==> config.mk <==
export PLATFORM = sky130hd
export DESIGN_NAME = reorder_buffer
export DESIGN_NICKNAME = d
export VERILOG_FILES = /design/src/rtl/reorder_buffer.sv
export SDC_FILE = /design/constraint.sdc
export NUM_CORES = 1
export LEC_CHECK = 0
export ABC_AREA = 1
export CAP_MARGIN = 20
export CORE_MARGIN = 2
export CORE_UTILIZATION = 65
export DETAILED_ROUTE_END_ITERATION = 16
export PLACE_DENSITY_LB_ADDON = 0.05
export RECOVER_POWER = 50
export SKIP_LAST_GASP = 1
export SYNTH_ARGS = -nofsm -noshare
export SYNTH_HDL_FRONTEND = slang
export SYNTH_SLANG_ARGS = --single-unit
export TNS_END_PERCENT = 10
==> constraint.sdc <==
create_clock -name clk -period 11.24 [get_ports clk]
set_input_delay 2.248 -clock clk [delete_from_list [all_inputs] [get_ports clk]]
set_output_delay 2.248 -clock clk [all_outputs]
set_load 0.03 [all_outputs]
==> src/rtl/reorder_buffer.sv <==
// In-order reorder buffer: allocates entries in program order, marks them done on
// writeback by tag, and retires them from the head through a ready/valid commit port.
module reorder_buffer #(
  parameter int DEPTH  = 16,
  parameter int PHYS_W = 6,
  parameter int TAG_W  = $clog2(DEPTH)
) (
  input  logic              clk,
  input  logic              reset,

  input  logic              alloc_valid,
  input  logic              alloc_has_rd,
  input  logic [4:0]        alloc_arch_rd,
  input  logic [PHYS_W-1:0] alloc_phys_rd,
  input  logic [PHYS_W-1:0] alloc_old_phys_rd,
  input  logic [31:0]       alloc_pc,
  output logic [TAG_W-1:0]  alloc_tag,
  output logic              rob_full,
  output logic              rob_empty,
  output logic [TAG_W:0]    rob_count,

  input  logic              wb_valid,
  input  logic [TAG_W-1:0]  wb_tag,
  input  logic              wb_exception,

  output logic              commit_valid,
  input  logic              commit_ready,
  output logic              commit_has_rd,
  output logic [4:0]        commit_arch_rd,
  output logic [PHYS_W-1:0] commit_phys_rd,
  output logic [PHYS_W-1:0] commit_old_phys_rd,
  output logic [31:0]       commit_pc,
  output logic              commit_exception,

  input  logic              flush
);

  localparam logic [TAG_W:0] FULL_COUNT = (TAG_W + 1)'(DEPTH);
  localparam logic [TAG_W-1:0] TAG_ONE  = TAG_W'(1);

  logic [DEPTH-1:0]  r_valid;
  logic [DEPTH-1:0]  r_done;
  logic [DEPTH-1:0]  r_exc;
  logic              r_hasRd   [DEPTH];
  logic [4:0]        r_archRd  [DEPTH];
  logic [PHYS_W-1:0] r_physRd  [DEPTH];
  logic [PHYS_W-1:0] r_oldPhys [DEPTH];
  logic [31:0]       r_pc      [DEPTH];

  logic [TAG_W-1:0]  r_head;
  logic [TAG_W-1:0]  r_tail;
  logic [TAG_W:0]    r_count;

  logic w_full;
  logic w_commitValid;
  logic w_allocFire;
  logic w_commitFire;
  logic w_wbFire;

  assign w_full        = (r_count == FULL_COUNT);
  assign w_commitValid = r_valid[r_head] & r_done[r_head];
  assign w_allocFire   = alloc_valid & ~w_full & ~flush;
  assign w_commitFire  = w_commitValid & commit_ready & ~flush;
  // A head entry that retires this cycle must not be touched by a late writeback.
  assign w_wbFire      = wb_valid & r_valid[wb_tag] & ~flush &
                         ~(w_commitFire & (wb_tag == r_head));

  always_ff @(posedge clk or negedge reset) begin
    if (!reset) begin
      r_valid <= '0;
      r_done  <= '0;
      r_exc   <= '0;
      r_head  <= '0;
      r_tail  <= '0;
      r_count <= '0;
    end else if (flush) begin
      r_valid <= '0;
      r_done  <= '0;
      r_exc   <= '0;
      r_head  <= '0;
      r_tail  <= '0;
      r_count <= '0;
    end else begin
      if (w_wbFire) begin
        r_done[wb_tag] <= 1'b1;
        r_exc[wb_tag]  <= wb_exception;
      end
      if (w_commitFire) begin
        r_valid[r_head] <= 1'b0;
        r_head          <= r_head + TAG_ONE;
      end
      if (w_allocFire) begin
        r_valid[r_tail] <= 1'b1;
        r_done[r_tail]  <= 1'b0;
        r_exc[r_tail]   <= 1'b0;
        r_tail          <= r_tail + TAG_ONE;
      end
      case ({w_allocFire, w_commitFire})
        2'b10:   r_count <= r_count + 1'b1;
        2'b01:   r_count <= r_count - 1'b1;
        default: r_count <= r_count;
      endcase
    end
  end

  // Payload fields are only meaningful while the valid bit is set, so they need no reset.
  always_ff @(posedge clk) begin
    if (w_allocFire) begin
      r_hasRd[r_tail]   <= alloc_has_rd;
      r_archRd[r_tail]  <= alloc_arch_rd;
      r_physRd[r_tail]  <= alloc_phys_rd;
      r_oldPhys[r_tail] <= alloc_old_phys_rd;
      r_pc[r_tail]      <= alloc_pc;
    end
  end

  assign alloc_tag          = r_tail;
  assign rob_full           = w_full;
  assign rob_empty          = (r_count == '0);
  assign rob_count          = r_count;

  assign commit_valid       = w_commitValid;
  assign commit_has_rd      = r_hasRd[r_head];
  assign commit_arch_rd     = r_archRd[r_head];
  assign commit_phys_rd     = r_physRd[r_head];
  assign commit_old_phys_rd = r_oldPhys[r_head];
  assign commit_pc          = r_pc[r_head];
  assign commit_exception   = r_exc[r_head];

endmodule

Word level (Yosys, flattened, before mapping):

Memory sizes are Yosys's and may differ from the RTL's.
Index checks and enable logic that the tools add are counted.

* register bits after elaboration: 61
* RAM bits: 800
* input bits: 61
* memories kept: 5

Memories
* r_pc: depth 16, width 32, read ports 1, clocked after memory_dff 0, wr ports 1, RTL line 48 `logic [31:0] r_pc [DEPTH];`
* r_oldPhys: depth 16, width 6, read ports 1, clocked after memory_dff 0, wr ports 1, RTL line 47 `logic [PHYS_W-1:0] r_oldPhys [DEPTH];`
* r_physRd: depth 16, width 6, read ports 1, clocked after memory_dff 0, wr ports 1, RTL line 46 `logic [PHYS_W-1:0] r_physRd [DEPTH];`
* r_archRd: depth 16, width 5, read ports 1, clocked after memory_dff 0, wr ports 1, RTL line 45 `logic [4:0] r_archRd [DEPTH];`
* r_hasRd: depth 16, width 1, read ports 1, clocked after memory_dff 0, wr ports 1, RTL line 44 `logic r_hasRd [DEPTH];`

* add/subtract/negate cells: 4
* order comparisons: 6
* equality and inequality tests: 4
* multiplexer cells: 35
* bitwise operators: 19
* reductions and logical operators: 7

Operators by type and width (count)
* two-way mux 16 bit: 12
* bitwise AND 16 bit: 3
* NOT 16 bit: 2
* OR 16 bit: 2
* binary-select mux 1 bit (select 4 bit): 4
* bitwise mux 16 bit: 1
* two-way mux 4 bit: 4
* less-than comparator 4 x 5 -> 1 bit, second input constant: 3
* demux 1 bit (select 4 bit): 3
* greater-or-equal comparator 4 x 1 -> 1 bit, second input constant: 3
* one-hot mux 5 bit (2 select lines): 1
* bitwise AND 1 bit: 9
* two-way mux 1 bit: 9
* adder 4 x 1 -> 4 bit, second input constant: 2
* adder 5 x 1 -> 5 bit, second input constant: 1
* equality test 5 bit, second input constant: 1
* zero test 5 bit: 1
* two-way mux 5 bit: 1
* subtractor 5 x 1 -> 5 bit, second input constant: 1
* equality test 4 bit: 1
* nonzero test 2 bit: 2
* logical AND 1 bit: 3
* NOT 1 bit: 3
* nonzero test 3 bit: 1
* other kinds (2): 2

Longest topological paths before layout:

Gate-level depths: netlist of the first run.

* word-level depth: 13
* gate-level depth with buffers: 18
* mapped depth without buffers: 17

Worst setup path before layout of the first run:

No wires, ideal clock.

* kind: input to register
* from: in alloc_valid
* to: reg r_valid[11]
* data arrival time: 6.515 ns
* required time: 11.160 ns
* slack: 4.645 ns
* stages on the path: 8
* path buffers: 0
* cell sequence: nand2_1 -> inv_1 -> nand2_1 -> nor3_1 -> nor2_1 -> nand3_1 -> o21ai_0 -> inv_1

* word-level cells in the longest chain between the ends: 4

Ends and longest elaborated chain
* start: declaration: RTL line 11 `input logic alloc_valid,`
* bitwise AND 1 bit (2 in series): RTL line 62 `assign w_allocFire = alloc_valid & ~w_full & ~flush;`
* two-way mux 16 bit: RTL line 92 `if (w_allocFire) begin`
* two-way mux 16 bit: RTL line 76 `end else if (flush) begin`
* end signal: assignment: RTL line 70 `r_valid <= '0;`
* end signal: assignment: RTL line 77 `r_valid <= '0;`
* end signal: indexed assignment: RTL line 93 `r_valid[r_tail] <= 1'b1;`
* end: declaration: RTL line 41 `logic [DEPTH-1:0] r_valid;`

Every way passes these cells.
A chain may end at the register's enable or synchronous reset.

Worst setup path after layout of the first run:

* from: in flush
* to: reg r_valid[11]

* word-level cells in the longest chain between the ends: 7
* elaborated cells between the ends (all ways): 8
* those cells by class: mux (4); bitwise (4)

Ends and longest elaborated chain
* start: declaration: RTL line 35 `input logic flush`
* NOT 1 bit: RTL line 62, 63
* bitwise AND 1 bit: RTL line 63 `assign w_commitFire = w_commitValid & commit_ready & ~flush;`
* two-way mux 16 bit: RTL line 88 `if (w_commitFire) begin`
* two-way mux 16 bit: RTL line 76
* OR 16 bit (no source line)
* two-way mux 16 bit: RTL line 92
* two-way mux 16 bit (*): RTL line 76
* end signal: assignment: RTL line 77
* end signal: indexed assignment: RTL line 89 `r_valid[r_head] <= 1'b0;`
* end signal: indexed assignment: RTL line 93

Mark *: on every way between the ends. The rest lies on a longest branch, timed or not. The select of a mux whose other input is x is not followed.

==> reports/results.ini, run 1 <==
[synth]
async_reset_ff_share_pct = 7.08
yosys_warnings = 0
ys_seq_area_share_pct = 74.0
synth_most_common_cell = edfxtp_1
synth_top_area_share_pct = 69.6
synth_common_cells = edfxtp_1, nor2_1, o21ai_0
postSynthAreaPerCell_um2 = 12.3
syn_area_mm2 = 0.0345
synth_edf_count = 800
syn_inst = 2809
synth_nets = 2882
synth.distinct_cells = 37
ys_ff_latch = 861
synthFlopType = edfxtp_1
yosysTopAreaCell = edfxtp_1
synth_area_leaders = edfxtp_1, o21ai_0, nor2_1

[sta]
fmax_mhz = 134
maxSlewHeadroom_pct = -217
finalClockSkew_ps = 18.5
hold_violations = 0
rsz0062_at_grt = no
max_slew.worst_pin.slew_ps = 4750
finalSetupTns_ps = 0
finalCritPeriodShare_pct = 66.4
fin_crit_ps = 7470
setup_viol = 0
finalMaxSlewViolations = 148

[die]
ios = 124
start_util_pct = 65.7
row_count = 84
die_w_um = 235
dieHeight_um = 235
die-area_mm2 = 0.0550
core_mm2 = 0.0526

[outcome]
violations = max-capacitance violations, max-slew violations
status = finished with violations

[layout]
final_area_mm2 = 0.0389
nFillCells = 3407
ff_latch_area_mm2 = 0.0256
area_delta_synth_final_pct = 12.8
final_cell_count_no_fill = 3626
multi_input_area_mm2 = 0.00797
fin_nets = 2943
drive_gt1_share_pct = 6.17

[power_and_ir_drop]
clkPwrFrac_pct = 41.2
leakage_nw = 13.3
p_sw_mw = 1.41
combinationalPowerShare_pct = 4.7
p_seq_share_pct = 54.1
powerDensity_mw_per_mm2 = 171
vdd_drop_max_v = 0.000137
intPower_mw = 5.23
swShare_pct = 21.2

[placed_design]
portBuffers = 123
place_area_mm2 = 0.0363
gp_congestion = 0.873
placed_cells = 3470
hpwl_um = 39100

[global_routing]
grt_use_met3_pct = 6.09
grt_max_degree = 237
grt_usage_pct = 31.9
antenna_found_initial = 11
grt_pass1_wl_um = 130000
grtUsageMet2_pct = 50.9
grt_overflow = 0
grt_pass1_vias = 21900
grt.busiest_layer = met2
gr-usage-met1_pct = 44.9

[route]
drt_iter0_markers = 2937
drc = 0
viasPerCell = 6.36
ant_nets = 0
firstDrtPassIters = 5
routed-via-count = 23100
wl_per_cell_um = 24.1
wirelength_um = 87200

[setup_path]
startpoint_type = input pin
path_buf_inv = 4
crit_fanout = 52
path_cells = dlygate4sd3_1 > clkbuf_1 > nor3_1 > clkbuf_1 > nor2_1 > nand3_1 > o21ai_0 > inv_1
cp_common_cell = clkbuf_1
cpLargestDelayFamily = buffers and inverters
arrival_ps = 8010
required_ps = 11790
critPathSlowestCell = clkbuf_1
critical_path_class = input pin to register
end_kind = register
max_stage_delay_ps = 3340

[clock_network]
cts_resized = 0
ctsHoldBuffers = 0
clkTransAtPathRegs_ps = 60
cts_buffers = 85
cts_root_buf = clkbuf_16
postCtsSetupBuffers = 0
htreeDepth = 3
cts_tree = done
clockBufferDepth = 3
clk_latency_ps = 630
clock-sinks = 861

[flow_run]
cap_violations = 3

[min_path]
hp-class = register to register

## registers in the layout, summed over array words and instances (netlist names)
name,count
r_valid,16
r_hasRd,16
r_exc,16
alloc_tag,4
r_pc,512
r_oldPhys,96
rob_count,5
r_head,4
r_done,16
r_archRd,80
r_physRd,96
## layout make-up
class / count / area share (%)
timing repair buffer: 152 / 3.79
clock inverter: 43 / 0.954
tap: 688 / 2.21
multi-input combinational: 1663 / 20.5
inverter: 107 / 1.07
antenna: 4 / 0.0257
clock buffer: 108 / 5.85
sequential: 861 / 65.6
## through the flow
stage                     setup slack, ps  utilization (%)  hold WS, ps  power (mW)
after floorplan                      4650                -          462        3.80
after global placement               5090             69.0          480        3.97
after detailed placement             5000             69.0          488        3.97
after CTS                            4260             74.1          501        6.67
after global routing                 3500             74.1          543        6.81
final                                3770             74.1          497        6.64
## routing by layer
layer / up-vias / part of all wire, % / wire length [um]
li1: 10300 / - / -
met1: 11400 / 40 / 34800
met2: 1160 / 48 / 42100
met3: 187 / 9.1 / 7960
met4: 12 / 2.6 / 2230
met5: - / 0.085 / 74
## worst register-to-register path: stages, from the launching register on
cell and delay (ps):
dfrtp_1 410, nor4_1 110, nand2_1 80, nand2_1 90
inv_1 120, nand2_1 100, nor3_1 130, clkbuf_1 3340
nor2_1 340, nand3_1 220, o21ai_0 130, inv_1 160
## final timing paths
path	endpoint	cells past startpoint	from	slack, ps
worst max register to register	r_valid[11]	11	rob_count[1]	5950
max in group asynchronous	r_head[1]	2	reset	5940
worst max-delay path	r_valid[11]	8	flush	3770
min in group asynchronous	alloc_tag[1]	2	reset	2860
worst min-delay path	r_done[14]	2	r_done[14]	500
worst min register to register	r_done[14]	2	r_done[14]	500
## kinds of logic (layout without fill, tap and decap cells)
family | count (synthesis) | after routing | share of synthesized area, %
and+or+nand+nor | 953 | 953 | 11.1
AOI/OAI and AO/OA | 685 | 685 | 10.8
xor gates and xnor gates | 7 | 7 | 0.178
buffers and inverters | 285 | 410 | 3.27
DFF | 861 | 861 | 74.0
other | 0 | 4 | 0
adders and majority gates | 12 | 12 | 0.457
muxes | 6 | 6 | 0.174
## layout by cell type (no fill, tap or decap), types with 11 or more instances in the layout
master	netlist	layout
nand3_1	40	40
nor2_4	3	18
dfrtp_1	61	59
a21oi_1	37	37
inv_1	100	96
o21ai_0	420	420
nand4_1	62	62
buf_4	4	23
dlygate4sd3_1	0	51
ha_1	11	11
clkinv_1	1	18
nand2_1	339	339
clkbuf_16	0	88
clkdlybuf4s50_1	0	71
clkinv_2	0	17
nor2_1	495	480
clkbuf_1	144	23
o22ai_1	201	201
edfxtp_1	800	800
## power by group through the flow
stage	Combinational [mW]	Clock (mW)	Sequential (mW)
after floorplan	0.136	0	3.67
after global placement	0.308	0	3.66
after detailed placement	0.314	0	3.66
after CTS	0.316	2.76	3.59
after global routing	0.335	2.88	3.60
final	0.312	2.73	3.59
Note: power is estimated with default switching activity, not from simulation.
==> inputs of run 2 (changes only) <==
- CORE_UTILIZATION: 65 -> 61
- clock period: 11.24 -> 7.42 ns (I/O delays scaled with it)
==> reports/results.ini, run 2 (synthesis results as in run 1) <==
[die]
dieHeight_um = 242
row_count = 87
start_util_pct = 61.5
ios = 124
die_w_um = 242
core_mm2 = 0.0562
die-area_mm2 = 0.0585

[min_path]
hold_path.startpoint = r_done[15]
hp-class = register to register

[route]
drc = 0
drt_iter0_markers = 2446
highest_layer = met5
wl_met3_um = 7280
wl_met1_um = 35000
wl_per_cell_um = 23.2
wirelength_um = 85900
routed-via-count = 22800
firstDrtPassIters = 5
ant_nets = 0
routed-wl-met2_um = 41800
viasPerCell = 6.16

[setup_path]
r2r_start = r_head[0]
cp-startpoint = r_head[0]
arrival_ps = 4330
max_stage_delay_ps = 890
path_buf_inv = 3
path_cells = inv_8 > buf_4 > o21ai_0 > o22ai_1 > nand2_1 > nand4_1 > clkdlybuf4s50_1
cpLargestDelayFamily = buffers and inverters
end_kind = primary output
critical_path_class = register to primary output
startpoint_type = register
crit_fanout = 187
critPathSlowestCell = inv_8
required_ps = 5940

[clock_network]
clock-sinks = 861
cts_buffers = 83
clk_latency_ps = 640
cts_root_buf = clkbuf_16
cts_tree = done
clkTransAtPathRegs_ps = 60
postCtsSetupBuffers = 0
clockBufferDepth = 3
htreeDepth = 3
ctsHoldBuffers = 0
cts_resized = 0

[global_routing]
grt_pass1_wl_um = 131000
grt_usage_pct = 29.3
grt_pass1_vias = 22100
grt_max_degree = 188
antenna_found_initial = 8
grt_overflow = 0

[power_and_ir_drop]
total_power_mw = 10.3
leakage_nw = 13.4
powerDensity_mw_per_mm2 = 262
vdd_drop_max_v = 0.000206

[sta]
finalCritPeriodShare_pct = 78.4
finalClockSkew_ps = 12.7
fin_crit_ps = 5820
finalMaxSlewViolations = 98
setup_viol = 0
max_slew.worst_pin.slew_ps = 3380
fmax_mhz = 172
rsz0062_at_grt = no
maxSlewHeadroom_pct = -125
fin_hold_ws_ps = 496
setup_ws_ps = 1600
hold_violations = 0
finalSetupTns_ps = 0

[placed_design]
hpwl_um = 40800
placed_cells = 3548
post-place-ws_ps = 1730
place_area_mm2 = 0.0364
gp_congestion = 0.867
portBuffers = 123

[layout]
largest_reg_flops = 512
area_delta_synth_final_pct = 13.6
top_regs = r_pc (512), r_oldPhys (96), r_physRd (96)
final_common_cell = edfxtp_1
fin_nets = 2950
nFillCells = 3939
final_cell_count_no_fill = 3704
regMostFlops = r_pc
drive_gt1_share_pct = 6.69
mostFrequentLayoutCells = edfxtp_1, nor2_1, o21ai_0, nand2_1, o22ai_1
final_area_mm2 = 0.0392
fin_util_pct = 69.9

[outcome]
violations = max-capacitance violations, max-slew violations
status = finished with violations

[flow_run]
cap_violations = 3

==> run 2: routing by layer <==
metal | GRT usage [%] | vias up
met4 | 7.97 | 8
met3 | 4.76 | 145
met5 | 0 | -
li1 | - | 10300
met1 | 41.8 | 11300
met2 | 47.5 | 1055
==> run 2: worst paths after layout <==
check	cells after the start	slack, ps	to
max in group asynchronous	2	2950	r_head[1]
worst min register to register	2	500	r_done[15]
worst max-delay path	7	1600	commit_old_phys_rd[0]
min in group asynchronous	2	2100	rob_count[4]
worst min-delay path	2	500	r_done[15]
worst max register to register	17	2930	rob_count[4]
==> run 2: where the power goes <==
group          switching (mW)  internal (mW)
combinational           0.333          0.138
clock                    1.79           2.57
sequential             0.0286           5.41
==> run 2: final cells by class <==
cell class / instances / area [um2] / share of cell area (%)
repair buffers: 161 / 1530 / 3.89
inverters: 107 / 420 / 1.07
flip-flops and latches: 861 / 25600 / 65.1
clock buffers: 103 / 2150 / 5.48
multi-input cells: 1663 / 7970 / 20.3
well taps: 756 / 946 / 2.41
diodes: 4 / 10.0 / 0.0255
clock inverters: 49 / 662 / 1.69
==> run 2: tightest hold or removal path, delay by kind of cell, from the launching register on <==
| kind | cells | cell delay, ps |
|---|---|---|
| and+or+nand+nor | 1 | 70 |
| DFF | 1 | 340 |
| AOI/OAI and AO/OA | 1 | 40 |
